**src/rtl/wb_pkg.sv**
```systemverilog
// -----------------------------------------------------------------------------
// wb_pkg: shared definitions for the RV32I writeback stage.
//   - WORD_WIDTH / RF_ADDR_WIDTH: datapath and register-address widths,
//     matching the values used by the register file (rv32i_defs).
//   - LD_* : load funct3 encodings understood by the load aligner.
//   - wb_entry_t : packed load-result FIFO entry {valid, rd, data}.
//   - rd_onehot : one-hot decode of a register address for the pending mask.
// -----------------------------------------------------------------------------
package wb_pkg;

    localparam int WORD_WIDTH    = 32;
    localparam int RF_ADDR_WIDTH = 5;
    localparam int NREGS         = 1 << RF_ADDR_WIDTH;

    localparam logic [2:0] LD_LB  = 3'b000;
    localparam logic [2:0] LD_LH  = 3'b001;
    localparam logic [2:0] LD_LW  = 3'b010;
    localparam logic [2:0] LD_LBU = 3'b100;
    localparam logic [2:0] LD_LHU = 3'b101;

    typedef struct packed {
        logic                     valid;
        logic [RF_ADDR_WIDTH-1:0] rd;
        logic [WORD_WIDTH-1:0]    data;
    } wb_entry_t;

    function automatic logic [NREGS-1:0] rd_onehot(input logic [RF_ADDR_WIDTH-1:0] rd);
        logic [NREGS-1:0] one;
        one = {{(NREGS-1){1'b0}}, 1'b1};
        return one << rd;
    endfunction

endpackage

```
**src/rtl/wb_load_align.sv**
```systemverilog
// -----------------------------------------------------------------------------
// wb_load_align: combinational load-data aligner / extender.
// Configuration macro: WB_LOAD_ALIGN_EN
//   defined   -> byte/halfword selected by i_byte_off and sign/zero-extended
//                according to i_funct3 (LB/LH/LBU/LHU); every other code
//                passes the word through.
//   undefined -> i_data passes through unchanged; funct3/byte_off unused.
// Ports:
//   i_data     in  WORD_WIDTH  raw word read from memory
//   i_funct3   in  3           load type
//   i_byte_off in  2           address bits [1:0]
//   o_data     out WORD_WIDTH  aligned, extended word
// -----------------------------------------------------------------------------
module wb_load_align
    import wb_pkg::*;
(
    input  logic [WORD_WIDTH-1:0] i_data,
    input  logic [2:0]            i_funct3,
    input  logic [1:0]            i_byte_off,
    output logic [WORD_WIDTH-1:0] o_data
);

`ifdef WB_LOAD_ALIGN_EN
    logic [7:0]  w_byte;
    logic [15:0] w_half;

    // Select the addressed byte and halfword lanes.
    always_comb begin
        w_byte = 8'h00;
        case (i_byte_off)
            2'd0:    w_byte = i_data[7:0];
            2'd1:    w_byte = i_data[15:8];
            2'd2:    w_byte = i_data[23:16];
            2'd3:    w_byte = i_data[31:24];
            default: w_byte = 8'h00;
        endcase
        // Halfword loads are naturally aligned, so only off[1] matters.
        if (i_byte_off[1]) begin
            w_half = i_data[31:16];
        end else begin
            w_half = i_data[15:0];
        end
    end

    // Extend the selected lane according to the load type.
    always_comb begin
        o_data = i_data;
        case (i_funct3)
            LD_LB:   o_data = {{(WORD_WIDTH-8){w_byte[7]}}, w_byte};
            LD_LH:   o_data = {{(WORD_WIDTH-16){w_half[15]}}, w_half};
            LD_LBU:  o_data = {{(WORD_WIDTH-8){1'b0}}, w_byte};
            LD_LHU:  o_data = {{(WORD_WIDTH-16){1'b0}}, w_half};
            default: o_data = i_data;
        endcase
    end
`else
    logic w_unused_align;

    // Alignment disabled: the word is stored exactly as read.
    assign o_data         = i_data;
    assign w_unused_align = ^{i_funct3, i_byte_off};
`endif

endmodule

```
**src/rtl/wb_stage.sv**
```systemverilog
// -----------------------------------------------------------------------------
// wb_stage: RV32I writeback stage.
// Merges single-cycle ALU results with load results and drives the register
// file's single write port from registered outputs. Load results wait in a
// small inline FIFO while the port is taken by the ALU. An ALU write squashes
// (invalidates) every queued load with the same destination, since the ALU
// instruction is younger. A pending-register mask tells the hazard logic
// which registers still have a write in flight.
// Configuration macro: WB_LOAD_ALIGN_EN (see wb_load_align).
// Parameters:
//   FIFO_DEPTH  load FIFO entries, power of two, >= 2
// Ports:
//   clk, rst_n                 clock, async active-low reset
//   alu_valid/alu_rd/alu_data  ALU result channel (no backpressure)
//   ld_valid/ld_ready          load result handshake
//   ld_rd/ld_data/ld_funct3/ld_byte_off  load result payload
//   wb_we/wb_addr/wb_data      register file write port (registered)
//   pend_mask                  registers with a queued or in-progress write
//   fifo_count                 FIFO occupancy
// -----------------------------------------------------------------------------
module wb_stage
    import wb_pkg::*;
#(
    parameter int FIFO_DEPTH = 2
) (
    input  logic                         clk,
    input  logic                         rst_n,
    input  logic                         alu_valid,
    input  logic [RF_ADDR_WIDTH-1:0]     alu_rd,
    input  logic [WORD_WIDTH-1:0]        alu_data,
    input  logic                         ld_valid,
    output logic                         ld_ready,
    input  logic [RF_ADDR_WIDTH-1:0]     ld_rd,
    input  logic [WORD_WIDTH-1:0]        ld_data,
    input  logic [2:0]                   ld_funct3,
    input  logic [1:0]                   ld_byte_off,
    output logic                         wb_we,
    output logic [RF_ADDR_WIDTH-1:0]     wb_addr,
    output logic [WORD_WIDTH-1:0]        wb_data,
    output logic [NREGS-1:0]             pend_mask,
    output logic [$clog2(FIFO_DEPTH):0]  fifo_count
);

    localparam int PTR_W = $clog2(FIFO_DEPTH);
    localparam int CNT_W = PTR_W + 1;
    localparam logic [CNT_W-1:0] FULL_CNT = CNT_W'(FIFO_DEPTH);

    wb_entry_t                r_fifo [FIFO_DEPTH];
    logic [PTR_W-1:0]         r_wr_ptr;
    logic [PTR_W-1:0]         r_rd_ptr;
    logic [CNT_W-1:0]         r_count;
    logic                     r_wb_we;
    logic [RF_ADDR_WIDTH-1:0] r_wb_addr;
    logic [WORD_WIDTH-1:0]    r_wb_data;

    logic                     w_full;
    logic                     w_empty;
    logic                     w_alu_wr;
    logic                     w_push;
    logic                     w_push_valid;
    logic                     w_pop;
    wb_entry_t                w_head;
    logic [WORD_WIDTH-1:0]    w_ld_aligned;
    logic [NREGS-1:0]         w_pend;

    wb_load_align u_align (
        .i_data     (ld_data),
        .i_funct3   (ld_funct3),
        .i_byte_off (ld_byte_off),
        .o_data     (w_ld_aligned)
    );

    assign w_full   = (r_count == FULL_CNT);
    assign w_empty  = (r_count == {CNT_W{1'b0}});
    assign w_head   = r_fifo[r_rd_ptr];

    // Readiness depends only on stored occupancy, never on a same-cycle pop,
    // and is forced low while reset is held.
    assign ld_ready = rst_n & ~w_full;

    assign w_alu_wr = alu_valid & (alu_rd != {RF_ADDR_WIDTH{1'b0}});
    // Loads to x0 complete the handshake but never occupy a slot.
    assign w_push   = ld_valid & ld_ready & (ld_rd != {RF_ADDR_WIDTH{1'b0}});
    // A same-cycle load to the ALU's rd is older, so it is born squashed.
    assign w_push_valid = ~(w_alu_wr & (ld_rd == alu_rd));
    // The ALU owns the write port whenever it writes a real register.
    assign w_pop    = ~w_alu_wr & ~w_empty;

    // Pending mask: every valid queued entry plus the write on the port now.
    // Slots outside the occupied range always hold valid=0.
    always_comb begin
        w_pend = {NREGS{1'b0}};
        for (int i = 0; i < FIFO_DEPTH; i++) begin
            if (r_fifo[i].valid) begin
                w_pend = w_pend | rd_onehot(r_fifo[i].rd);
            end else begin
                w_pend = w_pend;
            end
        end
        if (r_wb_we) begin
            w_pend = w_pend | rd_onehot(r_wb_addr);
        end else begin
            w_pend = w_pend;
        end
    end

    // FIFO storage: squash, pop-invalidate and push of entries.
    always_ff @(posedge clk or negedge rst_n) begin
        if (!rst_n) begin
            for (int i = 0; i < FIFO_DEPTH; i++) begin
                r_fifo[i] <= '0;
            end
        end else begin
            for (int i = 0; i < FIFO_DEPTH; i++) begin
                if (w_alu_wr && (r_fifo[i].rd == alu_rd)) begin
                    r_fifo[i].valid <= 1'b0;
                end
            end
            // Freed slots are cleared so the mask can scan all slots.
            if (w_pop) begin
                r_fifo[r_rd_ptr].valid <= 1'b0;
            end
            if (w_push) begin
                r_fifo[r_wr_ptr] <= '{valid: w_push_valid, rd: ld_rd, data: w_ld_aligned};
            end
        end
    end

    // FIFO pointers and occupancy; pointers wrap naturally (power-of-two depth).
    always_ff @(posedge clk or negedge rst_n) begin
        if (!rst_n) begin
            r_wr_ptr <= {PTR_W{1'b0}};
            r_rd_ptr <= {PTR_W{1'b0}};
            r_count  <= {CNT_W{1'b0}};
        end else begin
            if (w_push) begin
                r_wr_ptr <= r_wr_ptr + {{(PTR_W-1){1'b0}}, 1'b1};
            end
            if (w_pop) begin
                r_rd_ptr <= r_rd_ptr + {{(PTR_W-1){1'b0}}, 1'b1};
            end
            case ({w_push, w_pop})
                2'b10:   r_count <= r_count + {{(CNT_W-1){1'b0}}, 1'b1};
                2'b01:   r_count <= r_count - {{(CNT_W-1){1'b0}}, 1'b1};
                default: r_count <= r_count;
            endcase
        end
    end

    // Register-file write port: ALU first, then the FIFO head, else idle.
    always_ff @(posedge clk or negedge rst_n) begin
        if (!rst_n) begin
            r_wb_we   <= 1'b0;
            r_wb_addr <= {RF_ADDR_WIDTH{1'b0}};
            r_wb_data <= {WORD_WIDTH{1'b0}};
        end else if (w_alu_wr) begin
            r_wb_we   <= 1'b1;
            r_wb_addr <= alu_rd;
            r_wb_data <= alu_data;
        end else if (w_pop) begin
            // A squashed head still drains its slot but writes nothing.
            r_wb_we   <= w_head.valid;
            r_wb_addr <= w_head.rd;
            r_wb_data <= w_head.data;
        end else begin
            r_wb_we   <= 1'b0;
        end
    end

    assign wb_we      = r_wb_we;
    assign wb_addr    = r_wb_addr;
    assign wb_data    = r_wb_data;
    assign pend_mask  = w_pend;
    assign fifo_count = r_count;

endmodule

```
**config.mk**
```make
export PLATFORM = sky130hd
export DESIGN_NAME = wb_stage
export DESIGN_NICKNAME = d
export VERILOG_FILES = /design/src/rtl/wb_pkg.sv /design/src/rtl/wb_load_align.sv /design/src/rtl/wb_stage.sv
export SDC_FILE = /design/constraint.sdc
export NUM_CORES = 1
export LEC_CHECK = 0
export CAP_MARGIN = 15
export CORE_ASPECT_RATIO = 1.5
export CORE_UTILIZATION = 50
export DETAILED_ROUTE_END_ITERATION = 12
export PLACE_DENSITY = 0.8
export SYNTH_ARGS = -nofsm -noshare
export SYNTH_HDL_FRONTEND = slang
export SYNTH_SLANG_ARGS = --single-unit
```
**constraint.sdc**
```tcl
create_clock -name clk -period 1.8 [get_ports clk]
set_input_delay 0.36 -clock clk [delete_from_list [all_inputs] [get_ports clk]]
set_output_delay 0.36 -clock clk [all_outputs]
set_load 0.02 [all_outputs]
```
# Word level (Yosys, flattened, before mapping)
# Index checks and enable logic that the tools add are counted.
[totals]
ff_bits = 118
wordCells = 75
input_bits = 83
output_inout_bits = 73
[op_classes]
n_eq_ne = 6
muxes = 23
n_reduce_logical = 9
bitwise = 14
add_sub_neg = 4
shift = 3
magnitude_cmp = 4
[ops]
columns = ["op", "n"]
rows = [
  ["$mux 38", 5],
  ["$mux 32", 5],
  ["$bwmux 76", 2],
  ["$mux 76", 2],
  ["$shl 1x5->32 const A", 3],
  ["$demux 38 s1", 2],
  ["$or 32x32->32", 2],
  ["$eq 5x5->1", 3],
  ["$mux 5", 2],
  ["$reduce_bool 5->1", 2],
  ["$and 1x1->1", 6],
  ["$eq 2x2->1 const B", 2],
  ["$ge 2x2->1 const B", 2],
  ["$logic_and 1x1->1", 4],
  ["$lt 2x1->1 const B", 2],
  ["$mux 1", 4],
  ["$not 1->1", 4],
  ["$not 1->2", 2],
  ["$pmux 2 s2", 1],
  ["$reduce_bool 2->1", 2],
  ["$add 1x1->1 const B", 2],
  ["$add 2x1->2 const B", 1],
  ["$eq 2x1->1 const B", 1],
  ["$logic_not 2->1", 1],
  ["$sub 2x1->2 const B", 1],
]

# Logic depth before layout (Yosys ltp)
# Gate-level depths: netlist of run 1.
[logic_depth]
ltp_word = 9
ltp_mapped = 7
ltp_nobuf = 7

# Cells and area by module
# A second synthesis of run 1 with hierarchy kept.
[hier_totals]
cells_unflattened = 617
area_unflattened_um2 = 6532.5
[by_module_without_submodules]
columns = ["module", "cells_per_inst", "seq_area_each_um2", "area_each_um2", "instances"]
rows = [
  ["wb_stage", 585, 2952.8, 6292.3, 1],
  ["wb_load_align", 32, 0.0, 240.2, 1],
]

# Least setup slack after synthesis of run 1
# No wires, ideal clock.
[synth_path]
path_type = "register to register"
startpoint = "register r_count[0], in the netlist fifo_count[0]"
endpoint = "register r_fifo[23] in the netlist's numbering"
path_slack_ns = -0.580
period_less_slack_ns = 2.380
arrival_ns = 2.255
n_path_buf = 2
required_ns = 1.675
stages_incl_launch_ff = 7
setup_ns = 0.125
cell_sequence = "dfrtp_1 -> inv_1 -> a21boi_0 -> and4b_4 -> buf_6 -> buf_6 -> mux2_4"
[synth_via]
elab_chain_len = 6
word_cells_on_any_way = 11
classes_between = "eq/ne (1); mux (3); bitwise (6); reduce/logical (1)"
[synth_lines]
columns = ["item", "line_no", "source"]
rows = [
  ["start, declared", "wb_stage.sv:51", "logic [CNT_W-1:0] r_count;"],
  ["start signal, assigned", "wb_stage.sv:134", "r_count <= {CNT_W{1'b0}};"],
  ["start signal, assigned", "wb_stage.sv:143", "2'b10: r_count <= r_count + {{(CNT_W-1){1'b0}}, 1'b1};"],
  ["start signal, assigned", "wb_stage.sv:144", "2'b01: r_count <= r_count - {{(CNT_W-1){1'b0}}, 1'b1};"],
  ["$eq 2x2->1", "wb_stage.sv:73", "assign w_full = (r_count == FULL_CNT);"],
  ["$not 1->1", "wb_stage.sv:79", "assign ld_ready = rst_n & ~w_full;"],
  ["$and 1x1->1", "wb_stage.sv:79", ""],
  ["named net ld_ready", "wb_stage.sv:32", "output logic ld_ready,"],
  ["$and 1x1->1 (2 in a row)", "wb_stage.sv:83", "assign w_push = ld_valid & ld_ready & (ld_rd != {RF_ADDR_WIDTH{1'b0}});"],
  ["$mux 76", "wb_stage.sv:123", "if (w_push) begin"],
  ["end signal, assigned by index", "wb_stage.sv:124", "r_fifo[r_wr_ptr] <= '{valid: w_push_valid, rd: ld_rd, data: w_ld_aligned};"],
  ["end, declared", "wb_stage.sv:48", "wb_entry_t r_fifo [FIFO_DEPTH];"],
]
# The timed path passes the listed nets, and every way through them passes these cells.
# A chain may end at the register's enable or synchronous reset.

# Worst setup path in the final report of run 1
[layout_path]
startpoint = "register r_fifo[36] in the netlist's numbering"
endpoint = "output port pend_mask[18]"
[layout_via]
elab_chain_len = 5
[layout_lines]
columns = ["item", "line_no", "source"]
rows = [
  ["$shl 1x5->32 (*)", "wb_pkg.sv:30", "return one << rd;"],
  ["$or 32x32->32 (*)", "wb_stage.sv:95", "w_pend = w_pend | rd_onehot(r_fifo[i].rd);"],
  ["$mux 32 (*)", "wb_stage.sv:94", "if (r_fifo[i].valid) begin"],
  ["$or 32x32->32", "wb_stage.sv:101", "w_pend = w_pend | rd_onehot(r_wb_addr);"],
  ["$mux 32 (*)", "wb_stage.sv:100", "if (r_wb_we) begin"],
  ["end, declared", "wb_stage.sv:40", "output logic [NREGS-1:0] pend_mask,"],
]
# Every way passes the cells marked *; elsewhere a longest branch is shown, timed or not.

==> run metrics, run 1 <==
outcome=complete, but fails checks; violated checks=negative setup slack; number of top-level pins=roughly 160; Worst Path Required=roughly 1400 ps; routability-driven placement congestion ratio=between 1 and 1.5; worst slack on hold paths=between 100 and 150 ps; clock tree root buffer cell=sky130_fd_sc_hd__clkbuf_16; deepest clock path buffer count=2; Maximum Capacitance Violations=0; commonest cells after routing, fill and taps aside=sky130_fd_sc_hd__buf_4, sky130_fd_sc_hd__dfrtp_1, sky130_fd_sc_hd__clkdlybuf4s50_1; max-slew violation count=0; ys flop type=sky130_fd_sc_hd__dfrtp_1; CP arrival=1920 ps; sequential group share of total power=a little over a quarter; cts bufs inserted=17; maximum resistive drop on vdd=between 0.001 and 0.0015 V; total half-perimeter wirelength after legalization and detailed placement=around 15000 um; category of the most critical setup path=reg2out; DRC violations left=0; unique cell type count in the Yosys netlist=49; CTS Hold Bufs=0; width of the die=93.6 um; layout-stage area growth over the synthesis result=64.4%; worst max-slew margin expressed relative to the limit=between 60% and 70%; pin count of the biggest net entering global routing=45; switching power as a share of total power=40.5%; First DRT Iteration DRCs=between 600 and 700; initial standard-cell utilization of the core=slightly above 50%; Least-Margin Pin Slew=572 ps; Startpoint Class=flip-flop; proportion of layout cells with a drive suffix above 1=a little under half; antenna viol nets, final=0; net switching power=around 8 mW; setup TNS=-10510 ps; Worst Hold Class=in2async; buffers plus inverters on the worst setup path=1; Post-Route WL=roughly 28000 um; number of warnings reported in the yosys synthesis log=0; reported leakage power=~4.4 nW; number of synthesized flops with an enable pin=0; largest driver fanout on the critical path=5; Pre-Repair DR Iteration Count=5; total grt overflow=0; startpoint of the most critical setup path=r_fifo[36]; clock slew at the register clock pins of the worst setup and hold paths=~70 ps; total nets after synthesis=669; portion of synthesized cell area occupied by the leading cell type=46.9%; cell type group with the largest total delay on the critical path=simple AND/OR/NAND/NOR gates; cell with the largest stage delay on the worst path=sky130_fd_sc_hd__dfrtp_2; peak clock frequency supported by timing=approximately 440 MHz; final cycle utilization of the critical path=127%; Seq cells post-synth=118; Syn Inst Count=~590; areal power density over the cells=~1900 nW/um^2; R2R Path Start=r_fifo[32]; # H-tree levels=4; Mapped Area=~6300 um^2; commonest non-fill, non-tap cell in the layout=sky130_fd_sc_hd__buf_4; later-pin clock latency in the skew report=~430 ps; pre-CTS WS=-658 ps; IO Port Bufs=150; Clock Power Share=between 10% and 20%; synthesized area per cell=between 10 and 15 um^2; Std-Cell Core Area=12100 um^2; CTS tree=yes; largest cells by area after synthesis=sky130_fd_sc_hd__dfrtp_1, sky130_fd_sc_hd__mux2_2, sky130_fd_sc_hd__a221o_1; post-synthesis sequential area ratio=approximately 47%; proportion of power drawn by combinational gates=55.0%; post-synth top area cell=sky130_fd_sc_hd__dfrtp_1; internal power=11.8 mW; category of the worst setup path capture point=output port; Antenna diodes=0; Clock Sinks=about 120; Worst Slack Setup Final=-483 ps; Synth async-reset ratio=100%; via count=just under 7000; min cycle time layout=roughly 2300 ps; layout net count=~930; total global-route track usage=just over 40%; critical path, cell by cell=nand2_2 > nor2_4 > nand2_4 > nor3_4 > a221o_1 > buf_6; WL per Instance=about 28 um; unrepaired setup endpoints after global routing=true; register-to-register setup slack=-10 ps; count of endpoints failing setup in the final report=between 50 and 60; Die ar.=between 10000 and 15000 um^2; drt via density=about 6.6; Hold Vio Cnt, Final=0; wire length of the first global-routing pass=just under 40000 um; Site Rows=slightly below 50; clock skew=14.9 ps; antenna violations before repair=2; vias in the first global route=a little under 7000; height of the chip=between 100 and 150 um; critical path's largest stage delay=around 500 ps
==> cell usage after synthesis, types with 2 or more instances <==
cell type and number:
sky130_fd_sc_hd__dfrtp_1 118, sky130_fd_sc_hd__mux2_2 57, sky130_fd_sc_hd__nand2_1 52, sky130_fd_sc_hd__nor2_1 48, sky130_fd_sc_hd__a21oi_1 40, sky130_fd_sc_hd__a221o_1 35, sky130_fd_sc_hd__nor3b_1 29, sky130_fd_sc_hd__clkbuf_1 28
sky130_fd_sc_hd__mux2_4 17, sky130_fd_sc_hd__o21ai_0 12, sky130_fd_sc_hd__buf_6 11, sky130_fd_sc_hd__xnor2_1 11, sky130_fd_sc_hd__nand3_1 10, sky130_fd_sc_hd__nor3_1 10, sky130_fd_sc_hd__a22oi_1 9, sky130_fd_sc_hd__nor2b_1 9
sky130_fd_sc_hd__a32oi_1 8, sky130_fd_sc_hd__nand2b_1 8, sky130_fd_sc_hd__xor2_1 8, sky130_fd_sc_hd__nand4_1 7, sky130_fd_sc_hd__o221ai_1 6, sky130_fd_sc_hd__mux2i_1 5, sky130_fd_sc_hd__buf_2 4, sky130_fd_sc_hd__inv_1 4
sky130_fd_sc_hd__nand3b_1 4, sky130_fd_sc_hd__o31ai_1 4, sky130_fd_sc_hd__buf_1 3, sky130_fd_sc_hd__and2_1 2, sky130_fd_sc_hd__and3_1 2, sky130_fd_sc_hd__and3b_1 2, sky130_fd_sc_hd__nor2_2 2, sky130_fd_sc_hd__nor4_1 2
sky130_fd_sc_hd__or4_1 2
==> repair_timing <==
item / in CTS / in global routing
gates resized for setup: 298 / 104
cloned: 2 / 3
endpoints found under the hold margin: 0 / 0
buffers inserted: 13 / 25
setup endpoints to repair: 156 / 84
pin swaps: 32 / 49
==> worst register-to-register path: stages, from the launching register on <==
cell	delay (ps)
sky130_fd_sc_hd__dfrtp_2	450
sky130_fd_sc_hd__buf_4	200
sky130_fd_sc_hd__xnor2_1	480
sky130_fd_sc_hd__nand4_1	180
sky130_fd_sc_hd__o31ai_1	270
sky130_fd_sc_hd__o31ai_1	120
==> registers in the layout, summed over array words and instances, names as in the netlist <==
register and cells:
r_wr_ptr 1, r_rd_ptr 1, wb_data 32, wb_addr 5, r_fifo 76, wb_we 1
fifo_count 2
==> cell families (layout without fill, tap and decap cells) <==
family / after synthesis / after routing / synth area share (%)
AO/OA/AOI/OAI: 123 / 123 / 14.4
XOR/XNOR: 19 / 19 / 2.64
adder cells (fa/ha/maj): 1 / 1 / 0.199
buffers and inverters: 50 / 326 / 4.37
flip-flops: 118 / 118 / 46.9
multiplexers: 79 / 79 / 15.1
AND/OR/NAND/NOR: 195 / 197 / 16.4
==> power by group through the flow <==
stage / clock network (mW) / registers, mW / logic, mW
2_1_floorplan: 0 / 5.08 / 4.15
3_3_place_gp: 0 / 4.87 / 7.80
3_5_place_dp: 0 / 4.94 / 8.02
4_1_cts: 3.60 / 5.05 / 9.09
5_1_grt: 3.75 / 5.38 / 11.3
6_report: 3.63 / 5.28 / 10.9
==> worst paths after layout <==
check                                     end  cells after the start
min in group clk                   r_fifo[71]                      2
worst max register to register     r_fifo[37]                      5
worst min register to register     r_fifo[65]                      1
max in group asynchronous          r_fifo[34]                      3
worst max-delay path            pend_mask[18]                      6
worst min-delay path               r_fifo[24]                      2
==> cell type report <==
type | instances | area [um^2]
clock buffer | 23 | 478
clock inverter | 9 | 148
fill | 586 | 1790
inverter | 4 | 15.0
multi-input combinational | 419 | 3710
sequential | 118 | 2980
tap | 153 | 191
timing repair buffer | 290 | 2830
==> routing by layer <==
metal	track usage (%)	wire (um)	vias up
li1	-	-	2693
met1	39.5	8990	3326
met2	68.9	14400	511
met3	14.0	2380	215
met4	31.3	2540	2
met5	0	11	-
==> through the flow <==
step           std cells  util (%)  total power, mW  cell area [um^2]
5_1_grt             1016      85.2             20.4             10300
4_1_cts              990      79.9             17.7              9700
6_report            1016      85.2             19.8             10300
3_5_place_dp         945      70.7             13.0              8580
2_1_floorplan        585         -             9.24              6340
3_3_place_gp         945      70.7             12.7              8580
(Power assumes the default switching activity.)
==> run 2, diff against run 1 <==
--- a/config.mk
+++ b/config.mk
@@ -9,6 +9,7 @@
 export CORE_ASPECT_RATIO = 1.5
 export CORE_UTILIZATION = 50
 export DETAILED_ROUTE_END_ITERATION = 12
+export HOLD_SLACK_MARGIN = 0.05
 export PLACE_DENSITY = 0.8
 export SYNTH_ARGS = -nofsm -noshare
 export SYNTH_HDL_FRONTEND = slang
==> results of run 2 <==
The final DEF is identical to that of run 1; final timing and power are the same.
==> run 3, diff against run 2 <==
--- a/config.mk
+++ b/config.mk
@@ -10,7 +10,8 @@
 export CORE_UTILIZATION = 50
 export DETAILED_ROUTE_END_ITERATION = 12
 export HOLD_SLACK_MARGIN = 0.05
-export PLACE_DENSITY = 0.8
+export PLACE_DENSITY = 0.79
 export SYNTH_ARGS = -nofsm -noshare
 export SYNTH_HDL_FRONTEND = slang
+export SYNTH_HIERARCHICAL = 1
 export SYNTH_SLANG_ARGS = --single-unit
==> run metrics, run 3 <==
peak clock frequency supported by timing=456 MHz (+4.2%); register-to-register setup slack=30 ps (+40 ps); adder and majority cell fraction of the synthesized area=0.192% (-0.0073 points); layout-stage area growth over the synthesis result=59.4%; Maximum Capacitance Violations=0 (unchanged); post-synthesis sequential area ratio=45.2% (-1.7 points); cts bufs inserted=17 (unchanged); via count=6404 (-5.1%); number of warnings reported in the yosys synthesis log=6 (+6); width of the die=95.3 um (+1.8%); end of the worst register-to-register path=r_fifo[67]; later-pin clock latency in the skew report=410 ps (-20 ps); WL per Instance=25.2 um (-9.6%); cell with the largest stage delay on the worst path=sky130_fd_sc_hd__dfrtp_2; global-route met3 utilization=7.91% (-6.1 points); Worst Reg2Reg Path Length in Cells=5 (unchanged); category of the most critical setup path=reg2out; portion of synthesized cell area occupied by the leading cell type=45.2% (-1.7 points); worst slack on hold paths=69.6 ps (-52.6 ps); layout net count=949 (+1.6%); min cycle time layout=2190 ps (-91.8 ps); non-filler cells, final=1032 (+1.6%); area of all placed cells without fillers=10400 um^2 (+0.65%); deepest clock path buffer count=2 (unchanged); busiest layer in global routing=met2; commonest non-fill, non-tap cell in the layout=sky130_fd_sc_hd__buf_4; category of the worst setup path capture point=output port; Clock Sinks=118 (unchanged); setup TNS=-9440 ps (+1070 ps); unrepaired setup endpoints after global routing=true; mux share of post-synthesis cell area=14.5% (-0.55 points); final cycle utilization of the critical path=122% (-5.1 points); proportion of layout cells with a drive suffix above 1=47.1% (+0.62 points); number of top-level pins=156 (unchanged); clock slew at the register clock pins of the worst setup and hold paths=50 ps (-20 ps); met1 Resource Use GR=37.8% (-1.6 points); Seq cells post-synth=118 (unchanged); wire length of the first global-routing pass=35600 um (-8.1%); total global-route track usage=35.7% (-4.9 points); critical path, cell by cell=buf_6 > nand4_1 > nor3_1 > a21oi_1 > o21ai_0 > buf_2; vias in the first global route=6502 (-6.1%); reported leakage power=4.46 nW (+0.22%); routability-driven placement congestion ratio=1.00 (-2.9%); CP arrival=1830 ps (-90 ps); Synth async-reset ratio=100% (unchanged); pin count of the biggest net entering global routing=119 (+160%); internal power=11.9 mW (+0.77%); largest cells by area after synthesis=sky130_fd_sc_hd__dfrtp_1, sky130_fd_sc_hd__mux2_2, sky130_fd_sc_hd__a221o_1; number of flip-flops under the largest register name=76 (unchanged); DRC violations left=0 (unchanged); Worst Path Required=1440 ps (about the same); clock tree root buffer cell=sky130_fd_sc_hd__clkbuf_16; unique cell type count in the Yosys netlist=50 (+2.0%); total half-perimeter wirelength after legalization and detailed placement=15300 um (+0.13%); number of synthesized flops with an enable pin=0 (unchanged); CTS Hold Bufs=0 (unchanged); Least-Margin Pin Slew=622 ps (+50.5 ps); R2R Path Start=fifo_count[0]; # H-tree levels=4 (unchanged); clock skew=8.81 ps (-6.05 ps); drt via density=6.21 (-6.6%); Die ar.=13500 um^2 (+3.7%); Mapped Area=6530 um^2 (+3.8%); ys flop type=sky130_fd_sc_hd__dfrtp_1; largest driver fanout on the critical path=5 (unchanged); share of the synthesized area in compound gates (AO/OA/AOI/OAI)=13.9% (-0.53 points); Pre-Repair DR Iteration Count=5 (unchanged); post-synth top area cell=sky130_fd_sc_hd__dfrtp_1; Post-Route WL=26000 um (-8.1%); instance area after placement=8640 um^2 (+0.63%); IO Port Bufs=150 (unchanged); antenna violations before repair=0 (-2); Clock Power Share=19.4% (+1.1 points); Synth Area in Simple Gates=15.8% (-0.60 points); Site Rows=50 (+2.0%); Worst Hold Class=in2async; height of the chip=142 um (+1.9%); total nets after synthesis=701 (+4.8%); switching power as a share of total power=38.8% (-1.7 points); areal power density over the cells=1860 nW/um^2 (-2.7%); sequential group share of total power=27.1% (+0.4 points); CTS tree=yes; net switching power=7.51 mW (-6.3%); most common cell in the synthesized netlist=sky130_fd_sc_hd__dfrtp_1; antenna viol nets, final=0 (unchanged); Syn Inst Count=617 (+5.5%); First DRT Iteration DRCs=451 (-33%); max-slew violation count=0 (unchanged); most numerous cell types in the synthesized netlist=sky130_fd_sc_hd__dfrtp_1, sky130_fd_sc_hd__mux2_2, sky130_fd_sc_hd__nand2_1; Hold Vio Cnt, Final=0 (unchanged); Inst Count DP=948 (+0.32%); violated checks=negative setup slack; initial standard-cell utilization of the core=51.7% (-0.14 points); outcome=complete, but fails checks; count of endpoints failing setup in the final report=33 (-41%); Post-Synth XOR/XNOR Area=2.55% (-0.097 points); Startpoint Class=flip-flop; maximum resistive drop on vdd=0.00115 V (+2.7%); Worst Slack Setup Final=-391 ps (+91.8 ps); met2 capacity usage during global routing=61.5% (-7.4 points); total grt overflow=0 (unchanged); dominant combinational cell family by area after synthesis=simple AND/OR/NAND/NOR gates; Std-Cell Core Area=12600 um^2 (+4.1%); register with the most flip-flops=r_fifo; critical path's largest stage delay=460 ps (-40 ps); worst max-slew margin expressed relative to the limit=58.5% (-3.1 points); proportion of power drawn by combinational gates=53.5% (-1.5 points); commonest cells after routing, fill and taps aside=sky130_fd_sc_hd__buf_4, sky130_fd_sc_hd__dfrtp_1, sky130_fd_sc_hd__clkdlybuf4s50_1; synthesized area per cell=10.6 um^2 (-1.6%)
==> run 3: cell types whose count changed after synthesis <==
cell / change
sky130_fd_sc_hd__buf_4: +32
==> run 3: area by class of cell <==
| cell class | count | area, um^2 |
|---|---|---|
| clock inverters | 10 | 204 |
| clock buffers | 19 | 443 |
| inverters | 4 | 15.0 |
| well taps | 156 | 195 |
| flip-flops and latches | 118 | 2970 |
| repair buffers | 307 | 2930 |
| diodes | 1 | 2.50 |
| fillers | 734 | 2220 |
| multi-input cells | 417 | 3650 |
==> run 3: logic make-up after synthesis <==
family / count (synthesis)
DFF: 118
muxes: 79
xor gates and xnor gates: 19
and+or+nand+nor: 195
adders and majority gates: 1
AOI/OAI and AO/OA: 123
buffers and inverters: 82
==> run 3: metrics by stage <==
stage	total power, mW	util, %	worst slack [ps]
global route	20.0	82.4	-465
detailed placement	12.9	68.3	-581
CTS	17.8	77.3	-330
finish	19.4	82.4	-391
global placement	12.7	68.3	-568
floorplan	9.29	-	-62.7
==> run 3: layer usage <==
layer  up-vias  share of wire [%]
met2       366                 52
met4         0                6.9
met1      3196                 34
li1       2710                  -
met5         -                  0
met3       132                6.4
==> run 3: repair_timing <==
| action | CTS | global route |
|---|---|---|
| buffers inserted | 26 | 32 |
| endpoints found under the setup margin | 153 | 56 |
| gates resized for setup | 283 | 109 |
| cloned | 1 | 1 |
| pin swaps | 35 | 46 |
==> run 3: critical path: cells and delay by family, from the launching register on <==
family	cells	cell delay (ps)
flops	1	460
buf+inv	2	350
compound gates	2	190
simple gates	2	410
==> run 3: worst max-delay path by stage <==
stage | endpoint | slack (ps) | cells after the start | from
finish | pend_mask[22] | -390 | 6 | r_fifo[75]
global route | pend_mask[25] | -470 | 6 | wb_addr[2]
CTS | pend_mask[2] | -330 | 6 | r_fifo[74]
detailed placement | r_fifo[58] | -580 | 6 | ld_rd[3]
global placement | pend_mask[4] | -570 | 5 | wb_addr[4]
floorplan | r_fifo[23] | -60 | 6 | ld_rd[3]
==> run 3: power groups by stage <==
stage               registers (mW)  logic [mW]  clock network, mW
finish                        5.25        10.4               3.76
CTS                           5.10        8.96               3.77
global placement              4.99        7.71                  0
floorplan                     5.08        4.21                  0
detailed placement            5.06        7.88                  0
global route                  5.34        10.8               3.90
